$ cat src/rtl/mult_sched_pkg.sv
// Shared types and widths for the multiplier scheduler.
//   A_W/B_W/P_W : operand and product widths of the shared 4x4 multiplier
//   state_e     : scheduler mode, RUN grants requests, DRAIN only empties the pipe
//   tag_t       : in-flight op tag {vld, id}; id is sized for up to 8 requesters
package mult_sched_pkg;

  localparam int unsigned A_W  = 4;
  localparam int unsigned B_W  = 4;
  localparam int unsigned P_W  = 8;
  localparam int unsigned ID_W = 3;

  typedef enum logic {
    RUN   = 1'b0,
    DRAIN = 1'b1
  } state_e;

  typedef struct packed {
    logic            vld;
    logic [ID_W-1:0] id;
  } tag_t;

endpackage

$ cat src/rtl/mult_sched_tagpipe.sv
// Tag delay line that follows ops through the multiplier pipeline.
//   clk, rst : clock, synchronous active-high reset (clears all stages)
//   ena      : advance enable; 0 holds every stage
//   d        : tag entering the pipe
//   q        : tag leaving the pipe, DEPTH enabled edges after entry
module mult_sched_tagpipe #(
  parameter int unsigned DEPTH = 2,
  parameter int unsigned W     = 4
) (
  input  logic         clk,
  input  logic         rst,
  input  logic         ena,
  input  logic [W-1:0] d,
  output logic [W-1:0] q
);

  logic [W-1:0] pipe_q [DEPTH];
  logic [W-1:0] pipe_d [DEPTH];

  // Shift by one stage when enabled, otherwise hold.
  always_comb begin
    for (int unsigned i = 0; i < DEPTH; i++) pipe_d[i] = pipe_q[i];
    if (ena) begin
      pipe_d[0] = d;
      for (int unsigned i = 1; i < DEPTH; i++) pipe_d[i] = pipe_q[i-1];
    end
  end

  always_ff @(posedge clk) begin
    if (rst) begin
      for (int unsigned i = 0; i < DEPTH; i++) pipe_q[i] <= '0;
    end else begin
      for (int unsigned i = 0; i < DEPTH; i++) pipe_q[i] <= pipe_d[i];
    end
  end

  assign q = pipe_q[DEPTH-1];

endmodule

$ cat src/rtl/mult_sched.sv
// Scheduler sharing one pipelined 4x4 multiplier among N_REQ requesters.
// Grants at most one valid/ready transfer per cycle, tags each op, and
// returns the product to its owner as a one-cycle rsp_valid pulse.
//   clk, rst            : clock, synchronous active-high reset
//   ena                 : global enable, 0 freezes everything
//   req_valid/a/b       : per-requester operands (4 bits each, packed)
//   req_ready           : one-hot grant, combinational from req_valid
//   flush / flush_done  : stop granting and drain; done when pipe empty
//   mul_a/mul_b/mul_ena : registered operands and enable to the multiplier
//   mul_product         : multiplier result
//   rsp_valid/rsp_data  : registered one-hot owner and product
//   busy                : issue register or tag pipe holds an op
// Build option: MULT_SCHED_FIXED_PRIO_EN selects fixed priority (lowest
// index wins, no round-robin pointer); default is round-robin.
module mult_sched
  import mult_sched_pkg::*;
#(
  parameter int unsigned N_REQ = 4,
  parameter int unsigned LAT   = 2
) (
  input  logic                 clk,
  input  logic                 rst,
  input  logic                 ena,
  input  logic [N_REQ-1:0]     req_valid,
  input  logic [A_W*N_REQ-1:0] req_a,
  input  logic [B_W*N_REQ-1:0] req_b,
  output logic [N_REQ-1:0]     req_ready,
  input  logic                 flush,
  output logic                 flush_done,
  output logic [A_W-1:0]       mul_a,
  output logic [B_W-1:0]       mul_b,
  output logic                 mul_ena,
  input  logic [P_W-1:0]       mul_product,
  output logic [N_REQ-1:0]     rsp_valid,
  output logic [P_W-1:0]       rsp_data,
  output logic                 busy
);

  localparam int unsigned IDW   = (N_REQ > 1) ? $clog2(N_REQ) : 1;
  // The multiplier registers its operands before its LAT-stage pipeline,
  // so the tag needs one extra stage to leave together with the product.
  localparam int unsigned TDEPTH = LAT + 1;
  localparam int unsigned CNT_W  = $clog2(TDEPTH + 1);

  state_e             state_q, state_d;
  tag_t               issue_q, issue_d;
  tag_t               tag_out;
  logic [A_W-1:0]     mul_a_q, mul_a_d;
  logic [B_W-1:0]     mul_b_q, mul_b_d;
  logic [N_REQ-1:0]   rsp_valid_q, rsp_valid_d;
  logic [P_W-1:0]     rsp_data_q, rsp_data_d;
  logic [CNT_W-1:0]   inflight_q, inflight_d;

  logic               grant_en_c, gnt_vld_c, grant_c;
  logic [IDW-1:0]     gnt_idx_c;
  logic [A_W-1:0]     sel_a_c;
  logic [B_W-1:0]     sel_b_c;

`ifdef MULT_SCHED_FIXED_PRIO_EN
`else
  logic [IDW-1:0]     rr_q, rr_d;
  int unsigned        idx;
`endif

  // Arbiter: pick the winning requester and its operands.
  always_comb begin
    gnt_vld_c  = 1'b0;
    gnt_idx_c  = '0;
    sel_a_c    = '0;
    sel_b_c    = '0;
    grant_en_c = ena && !rst && !flush && (state_q == RUN);
`ifdef MULT_SCHED_FIXED_PRIO_EN
    for (int unsigned k = 0; k < N_REQ; k++) begin
      if (!gnt_vld_c && req_valid[IDW'(k)]) begin
        gnt_vld_c = 1'b1;
        gnt_idx_c = IDW'(k);
      end
    end
`else
    idx = 0;
    for (int unsigned k = 0; k < N_REQ; k++) begin
      idx = (32'(rr_q) + k) % N_REQ;
      if (!gnt_vld_c && req_valid[IDW'(idx)]) begin
        gnt_vld_c = 1'b1;
        gnt_idx_c = IDW'(idx);
      end
    end
`endif
    for (int unsigned i = 0; i < N_REQ; i++) begin
      if (gnt_idx_c == IDW'(i)) begin
        sel_a_c = req_a[i*A_W +: A_W];
        sel_b_c = req_b[i*B_W +: B_W];
      end
    end
    grant_c   = grant_en_c && gnt_vld_c;
    req_ready = grant_c ? (N_REQ'(1) << gnt_idx_c) : '0;
  end

  // Next-state logic; everything holds while ena is low.
  always_comb begin
    state_d     = state_q;
    issue_d     = issue_q;
    mul_a_d     = mul_a_q;
    mul_b_d     = mul_b_q;
    rsp_valid_d = rsp_valid_q;
    rsp_data_d  = rsp_data_q;
    inflight_d  = inflight_q;
`ifdef MULT_SCHED_FIXED_PRIO_EN
`else
    rr_d        = rr_q;
`endif
    if (ena) begin
      case (state_q)
        RUN:   if (flush)  state_d = DRAIN;
        DRAIN: if (!flush) state_d = RUN;
      endcase
      issue_d.vld = grant_c;
      issue_d.id  = grant_c ? ID_W'(gnt_idx_c) : '0;
      if (grant_c) begin
        mul_a_d = sel_a_c;
        mul_b_d = sel_b_c;
`ifdef MULT_SCHED_FIXED_PRIO_EN
`else
        rr_d    = (gnt_idx_c == IDW'(N_REQ - 1)) ? '0 : gnt_idx_c + IDW'(1);
`endif
      end
      rsp_valid_d = tag_out.vld ? (N_REQ'(1) << tag_out.id) : '0;
      if (tag_out.vld) rsp_data_d = mul_product;
      // Count of valid tags inside the tag pipe.
      inflight_d = inflight_q + CNT_W'(issue_q.vld) - CNT_W'(tag_out.vld);
    end
  end

  always_ff @(posedge clk) begin
    if (rst) begin
      state_q     <= RUN;
      issue_q     <= '0;
      mul_a_q     <= '0;
      mul_b_q     <= '0;
      rsp_valid_q <= '0;
      rsp_data_q  <= '0;
      inflight_q  <= '0;
`ifdef MULT_SCHED_FIXED_PRIO_EN
`else
      rr_q        <= '0;
`endif
    end else begin
      state_q     <= state_d;
      issue_q     <= issue_d;
      mul_a_q     <= mul_a_d;
      mul_b_q     <= mul_b_d;
      rsp_valid_q <= rsp_valid_d;
      rsp_data_q  <= rsp_data_d;
      inflight_q  <= inflight_d;
`ifdef MULT_SCHED_FIXED_PRIO_EN
`else
      rr_q        <= rr_d;
`endif
    end
  end

  mult_sched_tagpipe #(
    .DEPTH (TDEPTH),
    .W     ($bits(tag_t))
  ) u_tagpipe (
    .clk (clk),
    .rst (rst),
    .ena (ena),
    .d   (issue_q),
    .q   (tag_out)
  );

  assign mul_a      = mul_a_q;
  assign mul_b      = mul_b_q;
  assign mul_ena    = ena;
  assign rsp_valid  = rsp_valid_q;
  assign rsp_data   = rsp_data_q;
  assign busy       = issue_q.vld || (inflight_q != '0);
  assign flush_done = (state_q == DRAIN) && flush && !busy;

endmodule

$ cat config.mk
export PLATFORM = sky130hd
export DESIGN_NAME = mult_sched
export DESIGN_NICKNAME = d
export VERILOG_FILES = /design/src/rtl/mult_sched_pkg.sv /design/src/rtl/mult_sched_tagpipe.sv /design/src/rtl/mult_sched.sv
export SDC_FILE = /design/constraint.sdc
export NUM_CORES = 1
export LEC_CHECK = 0
export CAP_MARGIN = 20
export CORE_MARGIN = 4
export CORE_UTILIZATION = 48
export CTS_BUF_LIST = sky130_fd_sc_hd__clkbuf_4
export CTS_CLUSTER_DIAMETER = 200
export DETAILED_ROUTE_END_ITERATION = 12
export HOLD_SLACK_MARGIN = 0.15
export PLACE_DENSITY = 0.89
export SETUP_SLACK_MARGIN = 0.15
export SYNTH_ARGS = -nofsm -noshare
export SYNTH_HDL_FRONTEND = slang
export SYNTH_SLANG_ARGS = --single-unit
export TNS_END_PERCENT = 100
$ cat constraint.sdc
create_clock -name clk -period 6.7 [get_ports clk]
set_input_delay 0.67 -clock clk [delete_from_list [all_inputs] [get_ports clk]]
set_output_delay 0.67 -clock clk [all_outputs]
set_load 0.01 [all_outputs]
==> flow_metrics.tcl <==
set metrics [dict create \
    r2r_start "rr_q[1]$_SDFFE_PP0P_" \
    mostFrequentLayoutCell "clkdlybuf4s50_1" \
    cts_resized 0 \
    drv_cap 0 \
    cpMaxStageDelayCell "clkdlybuf4s50_1" \
    remaining_drc_errors 0 \
    timing.fmax_ghz 0.262 \
    slew_headroom 0.603 \
    cp-start-kind "input pin" \
    drt-initial-drc-count 76 \
    fillers 300 \
    gp_congestion 0.764 \
    cts_sinks 37 \
    hold_buffers 0 \
    path_buf_inv 3 \
    drive_above_1_share 0.0519 \
    h-tree-depth 2 \
    gr-total-overflow 0 \
    outcome "complete, no violations" \
    clockBufferDepth 2 \
    grt_max_degree 40 \
    cts_tree "done" \
    synthFlopType "dfxtp_1" \
    clkTransAtPathRegs_ns 0.10 \
    register_area_sq_um 741 \
    cts_setup_buffers 0 \
    cts_buffers 5 \
    synth_area_per_cell_sq_um 8.13 \
    fin_skew_ns 0.00850 \
    leakagePower_nw 1.01 \
    place_hpwl_mm 3.30 \
    vias_per_cell 5.07 \
    cp.arrival_ns 3.15 \
    rows 22 \
    multiInputGateArea_sq_um 948 \
    worst_pin_slew_ns 0.596 \
    period_needed_ns 3.82 \
    timing.rr.end "mul_b[3]$_SDFFE_PP0P_" \
    die_h_microns 69.6 \
    numPlacedInstances 330 \
    synthArstFlopShare 0 \
    ir_drop_uv 107 \
    area_growth_pct 43.3 \
    ys_ff_latch 37 \
    io_buffers 74 \
    clk_latency_ns 0.34 \
    slew_viol_final 0 \
    holdWs_ns 0.458 \
    min-delay-start "rsp_data[6]$_SDFFE_PP0P_" \
    crit_type "input pin to primary output" \
    ant_nets 0 \
    yosys.area.top_type_share 0.407 \
    seq_area_frac_synth 0.407 \
    min_to "rsp_data[6]$_SDFFE_PP0P_" \
    fp.dieArea_sq_mm 0.00484 \
    crit_top_cell "clkdlybuf4s50_1" \
    instances_no_fill 337 \
    yosysTopAreaCell "dfxtp_1" \
    crit_required_ns 6.03 \
    cellPowerDensity_mw_per_mm2 163 \
    avgRoutedWirePerCell_microns 12.9 \
    core-area_sq_mm 0.00366 \
    ios 75 \
    final_nets 343 \
    crit_fanout 34 \
    timing_hold_violations_final 0 \
    yosys-top-cells-area "dfxtp_1, a21oi_1, mux2i_1" \
    grt.total_usage 0.179 \
    antenna_cells 0 \
    synth_area_sq_mm 0.00182 \
    wl_mm 4.35 \
    vias 1709 \
    r2r_setup_slack_ns 4.32 \
    layout_common_cells "clkdlybuf4s50_1, dfxtp_1, a21oi_1, nand2_1, nor2_1" \
    crit_chain "clkdlybuf4s50_1, buf_4, or4b_1, nor2_2, and2_1, clkdlybuf4s50_1" \
    setup-tns-final_ns 0 \
    setup_violations 0 \
    clock-root-buffer "clkbuf_4" \
    min_path_type "flip-flop to flip-flop" \
    holdPathStages 2 \
    synth-edff-count 0 \
    initial_core_util 0.498 \
    grt_pass1_vias 1619 \
    synthCells 224 \
    firstDrtPassIters 4 \
    synthesis.nets 278 \
    synth_cell_types 32 \
    die_x_microns 69.6 \
    max_stage_delay_ns 0.53 \
    yosysWarningCount 0 \
    cp-end-kind "primary output" \
    period_share 0.570 \
    crit_family "buffers and inverters" \
    antenna_found_initial 0 \
    rsz0062_at_grt "false" \
    reg2regPathDepth 9 \
    grt_pass1_wl_mm 7.18 \
]
==> cells by family after synthesis <==
family                   Yosys count  synth area share
XOR/XNOR                           2           0.00962
AND/OR/NAND/NOR                   79             0.220
AO/OA/AOI/OAI                     54             0.178
multiplexers                      13            0.0714
flip-flops                        37             0.407
adder cells (fa/ha/maj)            6            0.0412
buffers and inverters             33            0.0728
==> metal layers <==
layer | global-route usage | part of all wire | up-vias
met3 | 0.0507 | 0.042 | 6
met5 | 0 | 0 | -
li1 | - | - | 896
met4 | 0.0390 | 0.0094 | 0
met1 | 0.200 | 0.43 | 773
met2 | 0.335 | 0.52 | 34
==> layout make-up <==
type / instances / share of cell area
Multi-Input combinational cell: 154 / 0.363
Timing Repair Buffer: 76 / 0.290
Sequential cell: 37 / 0.284
Tap cell: 48 / 0.0230
Inverter: 15 / 0.0216
Clock buffer: 6 / 0.0173
Clock inverter: 1 / 0.00144
==> synthesized netlist by cell type, types with 3 or more instances <==
cell type   n
nor2_1     22
nor3_2      5
nand2b_1    6
ha_1        6
nor3_1      3
a221oi_1    9
and2_1      4
nand3_1     8
nand2_1    22
o21ai_0     8
dfxtp_1    37
buf_1       6
mux2i_1    13
inv_1      15
a21oi_1    31
clkbuf_1    9
==> power breakdown <==
part / leakage [nW] / switching, mW / total, mW / internal (mW)
registers: 0.299 / 0.00291 / 0.227 / 0.225
clock network: 0.0292 / 0.0673 / 0.109 / 0.0422
logic: 0.680 / 0.0392 / 0.0874 / 0.0482
total: 1.01 / 0.109 / 0.424 / 0.315
==> worst reg2reg max path: cells and delay by family, from the launching register on <==
family	cells	cell delay [ns]
fa+ha+maj	1	0.41
simple gates	1	0.08
buf+inv	1	0.13
flops	1	0.45
compound gates	6	1.21
==> state kept, by name, summed over array words and instances (netlist names) <==
register / cells
inflight_q: 2
issue_q: 3
mul_a: 4
mul_b: 4
rr_q: 2
rsp_data: 8
rsp_valid: 4
state_q: 1
u_tagpipe.pipe_q: 9
==> worst max-delay path by stage <==
stage                     cells past startpoint          from      endpoint  slack [ns]
after global placement                        6           ena  req_ready[2]        2.90
after global routing                          6           ena  req_ready[1]        2.76
after CTS                                     6           ena  req_ready[2]        2.88
after detailed placement                      6           ena  req_ready[2]        2.88
after floorplan                               7  req_valid[0]  req_ready[1]        4.06
final                                         6           ena  req_ready[2]        2.88
==> through the flow <==
stage / setup WS [ns] / instance area [sq um] / util / power [mW]
floorplan: 4.06 / 1820 / - / 0.276
global placement: 2.90 / 2560 / 0.700 / 0.318
detailed placement: 2.88 / 2560 / 0.700 / 0.320
CTS: 2.88 / 2610 / 0.713 / 0.429
global route: 2.76 / 2610 / 0.713 / 0.449
finish: 2.88 / 2610 / 0.713 / 0.424
Power figures use the tool's default switching activity.
==> RTL change 1 (config.mk and constraints unchanged) <==
`N_REQ`: 4 -> 2.
--- a/src/rtl/mult_sched.sv
+++ b/src/rtl/mult_sched.sv
@@ -17,3 +17,3 @@
 #(
-  parameter int unsigned N_REQ = 4,
+  parameter int unsigned N_REQ = 2,
   parameter int unsigned LAT   = 2
Ports: changed (5 resized); port bits go from 75 to 53. No check against the original RTL was run, so the function may have changed too.
==> RTL change 1 against the unedited design <==
Sequential cell count is 7 lower. Global-route usage is 1.1 points higher. Area after synthesis is 30% lower. Final area is 28% lower. Wire length is 27% lower. Critical endpoint is now req_ready[0]. Setup slack worse by 99 ps. Maximum frequency is 2.5% lower. Register-to-register slack better by 660 ps. Die area is 26% lower. Total power is 11% lower. Sequential power is 18% lower. First-iteration DRC count is 50% lower.
==> RTL change 1: results (changes against the unedited design) <==
Max FO, Critical Path=18 (was 34); RR Startpoint=state_q (was rr_q[1]); Final HPWL DP=2.36 mm (was 3.30 mm); Pleak=0.700 nW (was 1.01 nW); synth cell count leaders=dfxtp_1, a21oi_1, nand2_1, nor2_1 (was dfxtp_1, a21oi_1, nand2_1, nor2_1, inv_1); net count reported at finish=221 (was 343); clk_skew=13.4 ps (was 8.50 ps); pin count of the biggest net entering global routing=33 (was 40); GPL Wtd Cong=0.768 (was 0.764); Avg Inst Size Synth=9.17 sq um (was 8.13 sq um); post-synthesis adder-cell area fraction=0.0195 (was 0.0412); max reg flops=8 (was 9); Starting DRT DRC Count=38 (was 76); CTS clk-pin slew, worst paths=90 ps; Vias/cell=5.45 (was 5.07); reg-to-reg endpoint=mul_a[2] (was mul_b[3]); Routed WL per cell=14.5 microns (was 12.9 microns); Netlist cell types=30 (was 32); synth top area cells=dfxtp_1, a21oi_1, mux2i_1, nand2_1, o32ai_1 (was dfxtp_1, a21oi_1, mux2i_1, nand2_1, nor2_1); xor and xnor area share after synthesis=0.00682 (was 0.00962); first-pass GRT wire length=5.06 mm (was 7.18 mm); Compound-Gate Fraction of Synth Area=0.226 (was 0.178); share of cells above drive strength 1=0.0789 (was 0.0519); GRT Util Overall=0.191 (was 0.179); r2r setup slk=4980 ps (was 4320 ps); final hold slack=456 ps (was 458 ps); Max-slew headroom=0.409 (was 0.603); Placed Cells=212 (was 330); vias in the first global route=1157 (was 1619); Hold Startpoint=rsp_data[0] (was rsp_data[6]); multiplexer share of the synthesized area=0.0624 (was 0.0714); Sink Count=30 (was 37); maximum VDD drop=173 uV (was 107 uV); hold endpoint=rsp_data[0] (was rsp_data[6]); synthesized net count=172 (was 278); Worst Reg2Reg Path Length in Cells=3 (was 9); clock root cell=clkbuf_4 (unchanged); sequential share of the synthesized area=0.468 (was 0.407); IO buf count=52 (was 74); status=finished clean (unchanged); drt total wl=3.19 mm (was 4.35 mm); Max stage delay on crit path=910 ps (was 530 ps)
[RTL change 1: cell types whose count changed after synthesis, moves of 8 or more]
| cell | before | now |
|---|---|---|
| a21oi_1 | 31 | 19 |
| a221oi_1 | 9 | 0 |
| inv_1 | 15 | 4 |
| nand3_1 | 8 | 0 |
| nor2_1 | 22 | 13 |
| o21ai_0 | 8 | 0 |
[RTL change 1: worst max-delay path by stage]
stage / cells past startpoint / slack (ps) / end / from
5_1_grt: 5 / 2610 / req_ready[0] / ena
4_1_cts: 5 / 2810 / req_ready[0] / ena
3_5_place_dp: 5 / 2820 / req_ready[0] / ena
3_3_place_gp: 5 / 2930 / req_ready[0] / ena
6_report: 5 / 2780 / req_ready[0] / ena
2_1_floorplan: 5 / 4440 / req_ready[0] / ena
[RTL change 1: final cells by class]
class / count / area, sq um
Timing Repair Buffer: 53 / 528
Inverter: 4 / 15.0
Tap cell: 30 / 37.5
Fill cell: 186 / 653
Clock buffer: 5 / 37.5
Clock inverter: 3 / 40.0
Multi-Input combinational cell: 95 / 611
Sequential cell: 30 / 601
[RTL change 1: metrics by stage]
stage / cell area (sq um) / worst slack (ps)
floorplan: 1280 / 4440
global placement: 1790 / 2930
detailed placement: 1790 / 2820
CTS: 1870 / 2810
global route: 1870 / 2610
finish: 1870 / 2780
[RTL change 1: cells by family (layout without fill, tap and decap cells)]
kind of cell	count (synthesis)	in the layout
XOR/XNOR	1	1
multiplexers	8	8
adder cells (fa/ha/maj)	2	2
flip-flops	30	30
AO/OA/AOI/OAI	42	42
buffers and inverters	15	65
AND/OR/NAND/NOR	42	42
[RTL change 1: per-layer routing]
layer,vias up,wire length (microns),GRT usage
met5,-,0,0
met4,0,85,0.0759
met3,10,248,0.0778
met2,48,1510,0.312
met1,543,1340,0.220
li1,598,-,-
[RTL change 1: worst reg2reg max path: stages (launching register included)]
cell	delay, ps
dfxtp_1	390
nor4b_4	820
a21oi_1	200
a211oi_1	240
[RTL change 1: report_power, final]
| group | total [W] | switching [W] | internal [W] |
|---|---|---|---|
| logic | 0.0000523 | 0.0000219 | 0.0000304 |
| clock network | 0.000139 | 0.0000613 | 0.0000772 |
| registers | 0.000186 | 0.00000332 | 0.000182 |
| total | 0.000376 | 0.0000866 | 0.000290 |
==> RTL change 2 (same settings) <==
Without the edit above. Take the reset off `rsp_data_q` and load it in a clocked block of its own.
--- a/src/rtl/mult_sched.sv
+++ b/src/rtl/mult_sched.sv
@@ -140,3 +140,2 @@
       rsp_valid_q <= '0;
-      rsp_data_q  <= '0;
       inflight_q  <= '0;
@@ -152,3 +151,2 @@
       rsp_valid_q <= rsp_valid_d;
-      rsp_data_q  <= rsp_data_d;
       inflight_q  <= inflight_d;
@@ -159,2 +157,6 @@
     end
+  end
+
+  always_ff @(posedge clk) begin
+    rsp_data_q <= rsp_data_d;
   end
Function: same outputs for any inputs over 4 cycles, from zero or initial values and one cycle with rst high; that may be too few to reach the edited logic, so the function may still have changed.
==> RTL change 2 against the unedited design <==
Critical path depth grew 1. Area after synthesis grew 0.14%. Final area grew 1.2%. Critical endpoint is now req_ready[1]. Global-route usage shrank 1.0 points. Cell count shrank 6.8%. Total power grew 3.8%. Setup slack gained 12 ps. Wire length shrank 3.5%. Die area grew 0.13%. Clock power grew 6%. Sequential cell count is the same. Worst hold slack gained 14 ps.
==> RTL change 2: results (changes against the unedited design) <==
Netlist cell types=35 (was 32); r2r setup slk=4300 ps (was 4320 ps); num sequential=37 (unchanged); Post-Place Setup Slack=2550 ps (was 2880 ps); synth top area cells=dfxtp_1, edfxtp_1, mux2i_1, a21oi_1, nor2_1 (was dfxtp_1, a21oi_1, mux2i_1, nand2_1, nor2_1); grt met3 use=0.0449 (was 0.0507); Final min period=3810 ps (was 3820 ps); Routed WL per cell=13.4 microns (was 12.9 microns); maximum VDD drop=143 uV (was 107 uV); Hold Startpoint=rsp_valid[3] (was rsp_data[6]); synthesized net count=252 (was 278); multi-input gate area in the final layout=871 sq um (was 948 sq um); met2 GRT Util=0.292 (was 0.335); vias in the first global route=1547 (was 1619); Total Power=0.000441 W (was 0.000424 W); GPL Wtd Cong=0.795 (was 0.764); Avg Inst Size Synth=9.21 sq um (was 8.13 sq um); Clock Power=0.000115 W (was 0.000109 W); WL met2=2.08 mm (was 2.24 mm); Sw Ratio=0.250 (was 0.258); Clock-cell share=0.0213 (was 0.0187); multi-input gates=130 (was 154); synth cell count leaders=dfxtp_1, a21oi_1, nor2_1, inv_1 (was dfxtp_1, a21oi_1, nand2_1, nor2_1, inv_1); pwr dens=167 mW/mm^2 (was 163 mW/mm^2); Vias/cell=5.22 (was 5.07); Starting DRT DRC Count=71 (was 76); hold endpoint=rsp_valid[3] (was rsp_data[6]); share of cells above drive strength 1=0.0752 (was 0.0519); net count reported at finish=319 (was 343); Max FO, Critical Path=17 (was 34); status=finished clean (unchanged); Final HPWL DP=3.19 mm (was 3.30 mm); Max-slew headroom=0.624 (was 0.603); Comb power=0.0000906 W (was 0.0000874 W); GRT Util Overall=0.169 (was 0.179); WL met3=249 microns (was 181 microns); M1 WL=1.83 mm (was 1.88 mm); # clk buffers=7 (was 6); area post-placement=0.00256 sq mm (about the same); Max stage delay on crit path=580 ps (was 530 ps)
[RTL change 2: worst max path at each step]
| stage | to | cells after the start | start |
|---|---|---|---|
| after floorplan | req_ready[1] | 7 | req_valid[0] |
| after global placement | req_ready[3] | 5 | rst |
| after detailed placement | req_ready[1] | 5 | rst |
| after CTS | req_ready[1] | 5 | rst |
| after global routing | req_ready[1] | 7 | req_valid[0] |
| final | req_ready[1] | 7 | req_valid[0] |
[RTL change 2: logic make-up (layout without fill, tap and decap cells)]
| kind of cell | after synthesis | count (layout) | synth area share |
|---|---|---|---|
| compound gates | 46 | 46 | 0.156 |
| xor+xnor | 2 | 2 | 0.00960 |
| fa+ha+maj | 6 | 6 | 0.0412 |
| buf+inv | 31 | 99 | 0.0727 |
| flops | 37 | 37 | 0.450 |
| mux | 13 | 13 | 0.0713 |
| simple gates | 63 | 63 | 0.200 |
